==> src/rtl/rom_bus_ctrl.sv <==
// i4001 ROM bus-cycle controller: follows the eight-phase instruction cycle from SYNC,
// captures the two address nibbles and returns the ROM byte as two nibbles in M1/M2.
module rom_bus_ctrl #(
  parameter logic [3:0] CHIP_ID = 4'h0
) (
  input  logic       clk,
  input  logic       rst_n,
  input  logic       sync,
  input  logic       cm_rom,
  input  logic [3:0] din,
  input  logic [7:0] rom_data,
  output logic [7:0] addr,
  output logic [3:0] dout,
  output logic       doe,
  output logic [2:0] phase,
  output logic       locked,
  output logic       sync_err
);

  typedef enum logic [2:0] {
    PH_A1 = 3'd0,
    PH_A2 = 3'd1,
    PH_A3 = 3'd2,
    PH_M1 = 3'd3,
    PH_M2 = 3'd4,
    PH_X1 = 3'd5,
    PH_X2 = 3'd6,
    PH_X3 = 3'd7
  } phase_t;

  phase_t     phase_q, phase_d;
  logic       locked_q;
  logic       sync_err_q;
  logic       sel_q;
  logic [3:0] addr_lo_tmp_q;
  logic [7:0] addr_q;
  logic [3:0] dout_q;

  // Capture strobes; a SYNC cycle abandons whatever partial bus cycle was in flight.
  logic       active;
  logic       cap_lo, cap_addr, cap_sel, cap_lo_nib, clr_sel;
  logic       early_sync;

  always_comb begin
    phase_d    = phase_q;
    active     = locked_q && !sync;
    cap_lo     = 1'b0;
    cap_addr   = 1'b0;
    cap_sel    = 1'b0;
    cap_lo_nib = 1'b0;
    clr_sel    = 1'b0;
    early_sync = sync && locked_q && (phase_q != PH_X3);

    if (sync) begin
      phase_d = PH_A1;
    end else if (locked_q) begin
      unique case (phase_q)
        PH_A1:   phase_d = PH_A2;
        PH_A2:   phase_d = PH_A3;
        PH_A3:   phase_d = PH_M1;
        PH_M1:   phase_d = PH_M2;
        PH_M2:   phase_d = PH_X1;
        PH_X1:   phase_d = PH_X2;
        PH_X2:   phase_d = PH_X3;
        PH_X3:   phase_d = PH_A1;
        default: phase_d = PH_A1;
      endcase
    end

    if (active) begin
      cap_lo     = (phase_q == PH_A1);
      cap_addr   = (phase_q == PH_A2);
      cap_sel    = (phase_q == PH_A3);
      cap_lo_nib = (phase_q == PH_M1);
      clr_sel    = (phase_q == PH_M2);
    end
  end

  always_ff @(posedge clk) begin
    if (!rst_n) begin
      phase_q       <= PH_A1;
      locked_q      <= 1'b0;
      sync_err_q    <= 1'b0;
      sel_q         <= 1'b0;
      addr_lo_tmp_q <= 4'h0;
      addr_q        <= 8'h00;
      dout_q        <= 4'h0;
    end else begin
      phase_q <= phase_d;
      if (sync) begin
        locked_q <= 1'b1;
        sel_q    <= 1'b0;
      end
      if (early_sync) sync_err_q <= 1'b1;
      if (cap_lo) addr_lo_tmp_q <= din;
      if (cap_addr) addr_q <= {din, addr_lo_tmp_q};
      if (cap_sel) begin
        sel_q  <= (din == CHIP_ID) && cm_rom;
        dout_q <= rom_data[7:4];
      end
      if (cap_lo_nib) dout_q <= rom_data[3:0];
      if (clr_sel) sel_q <= 1'b0;
    end
  end

  // Bus drive: dout is meaningful only while doe is high (M1 high nibble, M2 low nibble).
  assign doe      = sel_q && ((phase_q == PH_M1) || (phase_q == PH_M2));
  assign addr     = addr_q;
  assign dout     = dout_q;
  assign phase    = phase_q;
  assign locked   = locked_q;
  assign sync_err = sync_err_q;

endmodule

==> config.mk <==
export PLATFORM = sky130hd
export DESIGN_NAME = rom_bus_ctrl
export DESIGN_NICKNAME = d
export VERILOG_FILES = /design/src/rtl/rom_bus_ctrl.sv
export SDC_FILE = /design/constraint.sdc
export NUM_CORES = 1
export LEC_CHECK = 0
export CORE_MARGIN = 2
export CORE_UTILIZATION = 43
export CTS_BUF_LIST = sky130_fd_sc_hd__clkbuf_8 sky130_fd_sc_hd__clkbuf_16
export CTS_CLUSTER_DIAMETER = 40
export DETAILED_ROUTE_END_ITERATION = 7
export PLACE_DENSITY = 0.77
export SETUP_SLACK_MARGIN = 0.2
export SLEW_MARGIN = 10
export SYNTH_ARGS = -nofsm -noshare
export SYNTH_HDL_FRONTEND = slang
export SYNTH_SLANG_ARGS = --single-unit
export TNS_END_PERCENT = 100
==> constraint.sdc <==
create_clock -name clk -period 1.6 [get_ports clk]
set_clock_uncertainty 0.1 [all_clocks]
set_input_delay 0.16 -clock clk [delete_from_list [all_inputs] [get_ports clk]]
set_output_delay 0.16 -clock clk [all_outputs]
set_load 0.05 [all_outputs]
; ---- Word level (Yosys, flattened, before mapping)
; Memory sizes are Yosys's and may differ from the RTL's. A register that Yosys moved wholly into a read port is not among the register bits.
; Cells that the tools add are included.
[op_classes]
eq_ne = 5
muxes = 9
reduce_logical = 13
bitwise_logic = 1
[ops]
columns = cell, n
row1 = $mux W4, 2
row2 = $mux W1, 7
row3 = $eq A3 B2 Y1 const B, 2
row4 = $logic_and A1 B1 Y1, 5
row5 = $logic_not A4 Y1, 1
row6 = $reduce_bool A2 Y1, 2
row7 = $reduce_or A2 Y1, 2
row8 = $eq A3 B1 Y1 const B, 1
row9 = $eq A3 B3 Y1 const B, 1
row10 = $logic_not A3 Y1, 1
row11 = $ne A3 B3 Y1 const B, 1
row12 = $logic_not A1 Y1, 1
row13 = $logic_or A1 B1 Y1, 1
row14 = $not A1 Y1, 1
[word_totals]
word_cells = 35
mem_bits_ro = 24
regBits = 19
in_bits = 16
n_memories = 1
out_inout_bits = 18
[memory_table]
columns = name, depth, word_bits, read_ports, rd_ports_with_merged_regs, write_ports, line
row1 = (name not given), 8, 3, 1, 1, 0, 57  ; unique case (phase_q)

; ---- Depth between registers and ports, before layout
[depth]
ltp_word = 5
mapped_depth = 7
depth_no_buf = 5

; ---- Worst setup path before layout
; OpenSTA, ideal clock, no wires.
[synth_path]
kind = register to output
startpoint = reg phase_q[0] (netlist: phase[0])
endpoint = out doe
path_slack_ns = -0.458
path_buffers = 0
t_arrival_ns = 1.798
required_time_ns = 1.340
stages_incl_launch_ff = 4
cell_sequence = dfxtp_1 > ha_1 > mux2i_1 > nor2_1
[synth_between]
elab_chain_cells = 3
word_cells_on_any_way = 4
cone_classes = 2 x eq/ne / 2 x reduce/logical
[synth_lines]
columns = element, line
row1 = from (decl), 31  ; phase_t phase_q, phase_d;
row2 = $eq A3 B2 Y1 or $eq A3 B3 Y1 (tied branches), 107  ; assign doe = sel_q && ((phase_q == PH_M1) || (phase_q == PH_M2));
row3 = $logic_or A1 B1 Y1 (*), 107
row4 = $logic_and A1 B1 Y1 (*), 107
row5 = to (decl), 14  ; output logic doe,
; Mark *: on every way between the ends. The rest lies on a longest branch, timed or not.

; ---- Final worst setup path
[layout_path]
startpoint = reg phase_q[1] (netlist: phase[1])
endpoint = out doe
; The elaborated chain is that of the path after synthesis.

==> flow_results.org <==
** Drt
- The first routing iteration left 16 violations.
- The count of nets left with antenna violations once routing finished came out at 0.
- After detailed routing, the average wire length per cell comes to 12.5 um.
- In the routed layout, each cell is associated on average with a via count of 5.13.
- The routed design has 2.10 mm of wire.
- Total via count in the routed design :: 861
- Before antenna repair, the detailed router went through 4 iterations.
- In the routed design, unresolved DRC markers number 0.

** Setup path
- Counting cells, the worst reg-to-reg path comes to 4.
- The critical path ends at doe.
- The worst setup path is of the reg2out kind.
- Reg-to-reg setup timing slack :: 0.18 ns
- In this run the critical register-to-register path is captured at dout[3].
- The startpoint identified for the worst register-to-register timing path is phase[1].
- For the worst setup path, the data required time is 1.34 ns.
- STA classifies the critical path endpoint as a primary output.
- Of all nets on the critical path, the largest fanout is 4.
- Data arrival time at the worst-slack endpoint :: 1.20 ns
- Nature of the critical path startpoint :: flop
- The critical path starts at phase[1].

** Power and ir drop
- Power spread over the standard cell area amounts to 746 mW/mm2.
- The worst-case IR drop observed on VDD is 0.525 mV.
- Total power for the finished layout comes to 1.10 mW.
- Leakage Power :: 0.589 nW

** Timing
- The total count of max-transition violations in the final report was 0.
- Final clock period utilization by the worst path :: 91.4%
- Setup violations remaining at the end of the flow were counted as 0.
- Final Hold Slack :: 0.371 ns
- Final Hold Fails :: 0
- Worst slew margin :: 79.0%
- Setup repair after global routing could not meet its margin everywhere.
- Setup TNS :: 0 ns
- Least-Margin Pin Slew :: 0.312 ns
- Fmax :: 684 MHz
- Subtracting the final worst setup slack from the clock period gives 1.46 ns.

** Logic synthesis
- Number of flops mapped to enable cells by yosys :: 0
- Among all flip-flop cells after synthesis, the most frequent one is sky130_fd_sc_hd__dfxtp_1.
- Sequential cells were found to cover 45.5% of the synthesized design area.
- Async set-or-reset flop fraction in the synthesized netlist :: 0%
- Avg Inst Size Synth :: 9.48 um2
- Counting distinct cell types in the post-synthesis netlist gives 29.
- Synthesis-stage register bit count :: 22
- After synthesis the cells add up to 967 um2.
- Synthesized Nets :: 122
- Count of mapped cells out of synthesis :: 102
- For this run, the number of Yosys warnings is 0.

** Die
- Vert. Die Dim :: 51.4 um
- Core ar. :: 0.00217 mm2
- Top-Level Pins :: 34
- The die covers 0.00264 mm2.
- Initial Util :: 44.6%
- Floorplan row count :: 17
- Die X-Extent :: 51.4 um

** Worst hold path
- Path type of the worst min-delay path :: reg2reg

** Finish
- In the final layout, the multi-input gates occupy 537 um2.
- Register area :: 455 um2
- Layout area overhead :: 52.8%
- The post-route netlist has 30.0% of its cells at a drive strength greater than 1.
- Area of all placed cells without fillers :: 0.00148 mm2
- Excluding fillers, the count of instances in the completed layout stands at 168.
- Layout Nets :: 161
- Number of inserted filler cells in the final layout :: 195
- 0 antenna diodes ended up in the layout.

** GRT
- Entering global routing, the biggest net connects 23 pins.
- First-pass GRT wire length :: 3.44 mm
- The number of global-route vias before repair was 804.
- Antenna violations before repair :: 0
- For this run the aggregate overflow at the end of global routing stands at 0.
- Global routing used 17.3% of the available tracks.

** Clock tree
- In this run the number of H-tree levels came out at 1.
- The cell sitting at the root of the clock tree is a sky130_fd_sc_hd__clkbuf_8.
- Hold-fix buffers at CTS :: 0
- The clock passes through at most 2 buffers.
- Clock-pin slew was measured on the worst setup and hold paths at 0.08 ns.
- Insertion delay of the later-clocked pin in the worst-skew pair :: 0.26 ns
- Counting the buffers created by CTS gives 3.
- Number of sinks on the clock net :: 22
- CTS tree :: done

** Placement
- Detailed placement ended at an HPWL of 1.51 mm.
- Port buffering added 33 buffers.
- The placed instances occupy a cell area of 0.00135 mm2.
- Counting tap cells, the placed design contains a total of 161 instances.
- Routability congestion estimate :: 0.796

** Run status
- Result of the run :: finished clean

** Flow run
- The tool flagged a number of max-cap violations equal to 0.
## state kept, by name, indices dropped and copies added (netlist names)
register and count:
addr 8, addr_lo_tmp_q 4, dout 4, phase 3, locked 1, sel_q 1
sync_err 1
## synth_stat cells (2+ instances only)
library cell,n,area share [%]
sky130_fd_sc_hd__ha_1,4,5.2
sky130_fd_sc_hd__nor2_1,3,1.2
sky130_fd_sc_hd__a2bb2oi_1,2,1.8
sky130_fd_sc_hd__mux2i_1,6,6.2
sky130_fd_sc_hd__inv_1,5,1.9
sky130_fd_sc_hd__a21oi_1,3,1.6
sky130_fd_sc_hd__nand2_1,12,4.7
sky130_fd_sc_hd__dfxtp_1,22,46
sky130_fd_sc_hd__o21a_1,3,2.3
sky130_fd_sc_hd__nand3_1,8,4.1
sky130_fd_sc_hd__o21ai_0,9,4.7
sky130_fd_sc_hd__nand2b_1,5,3.2
sky130_fd_sc_hd__buf_2,2,1.0
sky130_fd_sc_hd__o221ai_1,3,2.7
## logic make-up after synthesis
family | after synthesis | synth area share [%]
compound gates | 24 | 16.9
xor+xnor | 1 | 0.906
fa+ha+maj | 4 | 5.17
buf+inv | 10 | 5.30
flops | 22 | 45.5
mux | 6 | 6.21
simple gates | 35 | 19.9
## worst min path at each step
| stage | slack [ns] | endpoint | from | cells after the start |
|---|---|---|---|---|
| final | 0.37 | sync_err | sync_err | 1 |
| after global routing | 0.39 | addr_lo_tmp_q[2] | addr_lo_tmp_q[2] | 2 |
| after CTS | 0.38 | sync_err | sync_err | 1 |
| after detailed placement | 0.36 | sync_err | sync_err | 1 |
| after global placement | 0.35 | sync_err | sync_err | 1 |
| after floorplan | 0.17 | locked | sync | 1 |
## metrics by stage
step	setup slack, ns	util (%)
6_report	0.138	68.1
5_1_grt	0.104	68.1
4_1_cts	0.137	67.5
3_5_place_dp	0.0190	62.1
3_3_place_gp	0.0402	62.1
2_1_floorplan	0.204	-
## cell usage in the layout, fill, tap and decap left out, types with 4 or more instances in the layout
master,count
sky130_fd_sc_hd__clkbuf_8,4
sky130_fd_sc_hd__nand2_1,12
sky130_fd_sc_hd__dfxtp_1,18
sky130_fd_sc_hd__clkdlybuf4s50_1,15
sky130_fd_sc_hd__nand3_1,8
sky130_fd_sc_hd__nand2b_1,4
sky130_fd_sc_hd__dfxtp_4,4
sky130_fd_sc_hd__o21ai_0,9
sky130_fd_sc_hd__buf_4,20
sky130_fd_sc_hd__mux2i_1,5
## critical path: stages, from the launching register on
cell and delay (ns):
sky130_fd_sc_hd__dfxtp_4 0.39, sky130_fd_sc_hd__inv_4 0.05, sky130_fd_sc_hd__ha_4 0.16, sky130_fd_sc_hd__mux2i_4 0.15, sky130_fd_sc_hd__nor2_4 0.05, sky130_fd_sc_hd__buf_12 0.14
## power by group
part / internal (mW) / leakage [nW] / switching [mW]
sequential: 0.553 / 0.181 / 0.00994
combinational: 0.0748 / 0.379 / 0.0685
clock: 0.219 / 0.0288 / 0.177
## timing repair
item	in CTS	in global routing
resized for setup	8	3
hold endpoints to repair	0	0
buffers inserted	3	0
pin swaps	1	0
endpoints found under the setup margin	2	13
## final cells by class
cell class	count	share of cell area [%]
Clock buffer	4	3.73
Inverter	5	1.61
Multi-Input combinational cell	70	36.3
Sequential cell	22	30.8
Tap cell	28	2.37
Timing Repair Buffer	39	25.1
## per-layer routing
metal / GRT usage, % / share of wire [%] / vias up
met5: 0 / 0 / -
met4: 7.89 / 0.76 / 0
met3: 2.63 / 3.6 / 2
met2: 28.4 / 49 / 18
met1: 22.1 / 46 / 402
li1: - / - / 439
Note: power is estimated with default switching activity, not from simulation.
